## src/rtl/ttl_serial_tx.sv

```systemverilog
// Serial frame transmitter: start bit, WIDTH data bits, stop bit, each DIV clocks long.
// Word is captured on the valid/ready handshake; every output is registered.
module ttl_serial_tx #(
    parameter int unsigned WIDTH     = 8,
    parameter int unsigned DIV       = 4,
    parameter bit          MSB_FIRST = 1'b0
) (
    input  logic             clk,
    input  logic             rd,
    input  logic [WIDTH-1:0] d,
    input  logic             load_valid,
    output logic             load_ready,
    output logic             sdo,
    output logic             bit_strobe,
    output logic             busy,
    output logic             done
);

    localparam int unsigned CW = (DIV > 1) ? $clog2(DIV) : 1;
    localparam int unsigned IW = (WIDTH > 1) ? $clog2(WIDTH) : 1;
    localparam logic [CW-1:0] CNT_MAX = CW'(DIV - 1);
    localparam logic [IW-1:0] IDX_MAX = IW'(WIDTH - 1);

    typedef enum logic [1:0] {StIdle, StStart, StData, StStop} state_e;

    state_e           state_q, state_d;
    logic [CW-1:0]    cnt_q, cnt_d;
    logic [IW-1:0]    idx_q, idx_d;
    logic [WIDTH-1:0] shreg_q, shreg_d;
    logic             last_cyc;
    logic             tx_bit;
    logic             sdo_d;

    always_comb begin
        state_d  = state_q;
        cnt_d    = cnt_q;
        idx_d    = idx_q;
        shreg_d  = shreg_q;
        last_cyc = (cnt_q == CNT_MAX);

        case (state_q)
            StIdle: begin
                if (load_valid && load_ready) begin
                    state_d = StStart;
                    cnt_d   = '0;
                    idx_d   = '0;
                    shreg_d = d;
                end
            end
            StStart: begin
                cnt_d = last_cyc ? '0 : cnt_q + 1'b1;
                if (last_cyc) state_d = StData;
            end
            StData: begin
                cnt_d = last_cyc ? '0 : cnt_q + 1'b1;
                if (last_cyc) begin
                    if (idx_q == IDX_MAX) begin
                        state_d = StStop;
                    end else begin
                        idx_d   = idx_q + 1'b1;
                        // Outgoing bit always sits at the end facing the transmit order.
                        shreg_d = MSB_FIRST ? (shreg_q << 1) : (shreg_q >> 1);
                    end
                end
            end
            StStop: begin
                cnt_d = last_cyc ? '0 : cnt_q + 1'b1;
                if (last_cyc) state_d = StIdle;
            end
            default: state_d = StIdle;
        endcase

        tx_bit = MSB_FIRST ? shreg_d[WIDTH-1] : shreg_d[0];
        case (state_d)
            StStart: sdo_d = 1'b0;
            StData:  sdo_d = tx_bit;
            default: sdo_d = 1'b1;
        endcase
    end

    // Outputs are decoded from next-state so they line up with the state they describe.
    always_ff @(posedge clk) begin
        if (!rd) begin
            state_q    <= StIdle;
            cnt_q      <= '0;
            idx_q      <= '0;
            shreg_q    <= '0;
            sdo        <= 1'b1;
            load_ready <= 1'b1;
            busy       <= 1'b0;
            done       <= 1'b0;
            bit_strobe <= 1'b0;
        end else begin
            state_q    <= state_d;
            cnt_q      <= cnt_d;
            idx_q      <= idx_d;
            shreg_q    <= shreg_d;
            sdo        <= sdo_d;
            load_ready <= (state_d == StIdle);
            busy       <= (state_d != StIdle);
            done       <= (state_d == StStop) && (cnt_d == CNT_MAX);
            bit_strobe <= (state_d != StIdle) && (cnt_d == '0);
        end
    end

endmodule

```

## config.mk

```make
export PLATFORM = sky130hd
export DESIGN_NAME = ttl_serial_tx
export DESIGN_NICKNAME = d
export VERILOG_FILES = /design/src/rtl/ttl_serial_tx.sv
export SDC_FILE = /design/constraint.sdc
export NUM_CORES = 1
export LEC_CHECK = 0
export ABC_AREA = 1
export CAP_MARGIN = 10
export CORE_AREA = 2 2 45 51
export DETAILED_ROUTE_END_ITERATION = 8
export DIE_AREA = 0 0 47 53
export GPL_TIMING_DRIVEN = 0
export PLACE_DENSITY = 0.81
export SKIP_LAST_GASP = 1
export SYNTH_ARGS = -nofsm -noshare
export SYNTH_HDL_FRONTEND = slang
export SYNTH_SLANG_ARGS = --single-unit
export TNS_END_PERCENT = 20
```

## constraint.sdc

```tcl
create_clock -name clk -period 1.7 [get_ports clk]
set_input_delay 0.17 -clock clk [delete_from_list [all_inputs] [get_ports clk]]
set_output_delay 0.17 -clock clk [all_outputs]
set_load 0.02 [all_outputs]
```

* Word level (Yosys, flattened, before mapping)
Index checks and enable logic that the tools add are counted.
Operators by class: bitwise operators 0, equality and inequality tests 12, reduce and logical (&&, ||, !) cells 10, multipliers 0, shifts and indexed selects 0, add/sub/neg operators 2, magnitude comparators 0, div/mod/pow operators 0, multiplexer cells 18
Operators by type and width (number):
- $mux 8 | 3
- $pmux 8 s2 | 1
- $mux 2 | 7
- $eq 2x2->1 const B | 6
- $mux 3 | 3
- $pmux 2 s4 | 1
- $logic_not 2->1 | 3
- $ne 2x2->1 const B | 3
- $pmux 3 s2 | 1
- $eq 2x1->1 const B | 2
- $pmux 2 s2 | 1
- $reduce_and 4->1 | 1
- $reduce_bool 2->1 | 2
- $add 3x1->3 const B | 1
- $eq 3x3->1 const B | 1
- $logic_and 1x1->1 | 3
- $reduce_or 3->1 | 1
- $add 2x1->2 const B | 1
- $pmux 1 s2 | 1
Storage, ports and cells: bits in writable memories 0, bits in latches 0, input bits 11, bits in registers 20, ROM bits 0, output and inout bits 5, memories 0, logic and storage cells 52

* Depth between registers and ports, before layout
depth in word-level cells 6, gate-level depth with buffers 9, mapped depth without buffers 9

* Worst setup path after synthesis
OpenSTA, ideal clock, no wires.
path kind register -> register, start register idx_q[0], end register idx_q[1], setup time 0.131 ns, cell stages (with the launch flop) 9, required time 1.569 ns, buffers on the path 0, path slack 0.313 ns, arrival 1.257 ns, period minus slack after synthesis 1.387 ns, path through dfxtp_1 -> ha_1 -> ha_1 -> nor2_4 -> nand2_4 -> nand2_4 -> inv_2 -> nand2_1 -> a21oi_2
On the way: cells in the longest elaborated chain, start to end 4, elaborated cells on any way between the ends 7, classes of those cells add/sub (1); eq/ne (2); mux (3); reduce/logical (1)
RTL lines:
- start: declaration | line 28 | logic [IW-1:0] idx_q, idx_d;
- start signal: assignment | line 96 | idx_q <= idx_d;
- $add 3x1->3 | line 60 | idx_d = idx_q + 1'b1;
- $mux 3 | line 57 | if (idx_q == IDX_MAX) begin
- $mux 3 | line 56 | if (last_cyc) begin
- $pmux 3 s2 | line 41 | case (state_q)
Parallel ways exist; a longest one is shown, timed or not. The select of a mux whose other input is x is not followed. A chain may end at the register's enable or synchronous reset.

* Worst setup path in the final report
Same ends and word-level chain as after synthesis.

==> run_results.csv <==
group,metric,value,unit
status,status,"finished clean",
grt,top_usage_layer,"met2",
power_and_ir_drop,ir_worst_vdd,0.432,mV
setup_path,startpoint,"idx_q[0]",
placement,io_buffers,15,
logic_synthesis,synth_top_cell_by_area,"dfxtp_1",
routing,wl_per_cell,11.6,µm
routing,wirelength,1870,µm
clock_tree,htreeDepth,1,
logic_synthesis,syn_area,931,µm²
grt,grt_pass1_wl,3100,µm
grt,met3_usage,0.0102,
grt,grt_max_degree,13,
power_and_ir_drop,p_leak,0.500,nW
logic_synthesis,yosysMostFrequentCell,"nand2_1",
grt,grt_use_total,0.177,
logic_synthesis,synth_cell_type_count,25,
hold_path,hp-class,"input port to register",
timing,hold_viol,0,
cells_and_area,nets,148,
cells_and_area,final-seq-area,400,µm²
logic_synthesis,synthesis.instances,114,
timing,period_share,0.921,
die,die_x,47,µm
logic_synthesis,syn_area_per_cell,8.17,µm²
routing,dr_total_vias,817,
logic_synthesis,synth_warnings,0,
logic_synthesis,synth_top_area_frac,0.430,
clock_tree,insertion_delay,0.31,ns
placement,post-place-cells,157,
timing,fin_crit,1.57,ns
die,core,1960,µm²
clock_tree,hold_buffers,0,
routing,vias_per_cell,5.07,
logic_synthesis,synth_commonest_cells,"nand2_1, dfxtp_1, nand3_1, nor2_1, a31oi_1",
placement,place_hpwl,1410,µm
die,ioPinCount,16,
setup_path,arrival,1.75,ns
logic_synthesis,yosys-top-cells-area,"dfxtp_1, nand3_1, nand2_1",
clock_tree,post-cts-setup-buffers,0,
logic_synthesis,synth_edf_count,0,
routing,detail-route-antenna-nets,0,
clock_tree,cts_num_sinks,20,
cells_and_area,areaGrowthSynthToFinish,25.5,%
timing,finalClockSkew,0.00686,ns
placement,gp_congestion,0.786,
timing,setup-violations-final,0,
grt,gr-total-overflow,0,
timing,tightest_slew,0.526,ns
timing,setup_tns,0,ns
routing,drc,0,
flow_run,cap_viol_max_count,0,
clock_tree,cts_root_buf,"clkbuf_4",
die,die_h,53,µm
logic_synthesis,ys_async_sr_fraction,0,
logic_synthesis,syn_nets,128,
clock_tree,numCtsBuffers,3,
logic_synthesis,synth-main-ff-cell,"dfxtp_1",
logic_synthesis,yosysSeqAreaShare,0.430,
hold_path,hold_start,"d[7]",
clock_tree,cts_resized,0,
routing,drt_iter0_drc,9,
clock_tree,cts.path.max_buffers,2,
timing,drv_slew,0,
die,start_util,0.476,
clock_tree,cts_tree,"done",
grt,use_met1,0.207,
timing,max_freq,0.639,GHz
cells_and_area,drive_gt1_frac,0.188,
setup_path,required,1.88,ns
setup_path,critPathCaptureType,"register",
cells_and_area,diodes,0,
cells_and_area,multiInputGateArea,474,µm²
cells_and_area,stdcell_count,161,
logic_synthesis,ys_seq_elements,20,
clock_tree,clk_pin_slew,0.11,ns
routing,dr.pass1.iters,4,
grt,antenna_found_initial,0,
die,dieArea,2490,µm²
grt,use_met2,0.279,
cells_and_area,n_fill_cell,190,
setup_path,cp-start-kind,"register",
timing,rsz0062_at_grt,"no",
setup_path,crit_type,"register to register",
grt,grt_pass1_vias,752,
timing,slew_headroom,0.650,
setup_path,cp_max_fo,8,
setup_path,r2r-start,"idx_q[0]",
power_and_ir_drop,pwr_density_cell,937,nW/µm²
die,num_rows,17,
kinds of logic (layout without fill, tap and decap cells):
kind of cell / count (synthesis) / in the layout / share of synthesized area
AO/OA/AOI/OAI: 16 / 16 / 0.118
adder cells (fa/ha/maj): 3 / 3 / 0.0403
flip-flops: 20 / 20 / 0.430
AND/OR/NAND/NOR: 62 / 62 / 0.351
buffers and inverters: 13 / 32 / 0.0605
final timing paths:
kind / slack [ns] / depth (start not counted) / endpoint
max: 0.13 / 8 / idx_q[1]
min: 0.42 / 3 / shreg_q[7]
max reg2reg: 0.13 / 8 / idx_q[1]
min reg2reg: 0.47 / 2 / shreg_q[7]
cell usage in the layout (no fill, tap or decap):
cell type        count
ha_1                 3
nor3_1               1
nand2_2              2
inv_1                6
nand3_1             18
a21oi_2              2
dfxtp_1             20
o21ai_2              1
clkdlybuf4s50_1     15
clkbuf_4             3
nand2_4              2
nor2_1               9
or2_0                1
clkbuf_1             1
a22oi_2              1
nand3_2              1
nor2_8               1
nand2_1             21
nand4_1              1
nor2_2               3
a21oi_1              2
o31ai_1              1
nor2_4               2
bufinv_16            1
o21ai_1              2
a31oi_1              7
inv_2                4
buf_4                2
layout make-up:
class / count / share of cell area
well taps: 28 / 0.0300
repair buffers: 15 / 0.128
inverters: 10 / 0.0321
plain buffers: 3 / 0.0161
multi-input cells: 81 / 0.406
clock buffers: 3 / 0.0193
clock inverters: 1 / 0.0257
flip-flops and latches: 20 / 0.343
metal layers:
layer	share of wire	routed length, µm
met5	0	0
met4	0.053	98
met1	0.42	790
met2	0.49	912
met3	0.034	64
through the flow:
step	utilization	area (µm²)	worst slack [ns]	hold slack [ns]	total power [mW]
after floorplan	-	931	0.313	0.298	0.647
after global placement	0.570	1120	0.182	0.451	0.707
after detailed placement	0.570	1120	0.158	0.458	0.715
after CTS	0.597	1170	0.129	0.413	1.10
after global routing	0.597	1170	0.0325	0.415	1.16
final	0.597	1170	0.134	0.417	1.10
where the power goes:
| group | internal [mW] | total, mW | switching [mW] |
|---|---|---|---|
| Sequential | 0.502 | 0.518 | 0.0152 |
| Clock | 0.238 | 0.392 | 0.153 |
| Combinational | 0.0813 | 0.186 | 0.105 |
critical path, stage by stage (launching register included):
cell     delay [ns]
dfxtp_1        0.34
ha_1           0.20
ha_1           0.23
nor2_4         0.25
nand2_4        0.13
nand2_4        0.10
inv_2          0.06
nand2_1        0.08
a21oi_2        0.05
registers in the layout, summed over array words and instances (netlist names):
name,flops
shreg_q,8
idx_q,3
cnt_q,2
state_q,2
bit_strobe,1
busy,1
done,1
load_ready,1
sdo,1
Power figures use the tool's default switching activity.
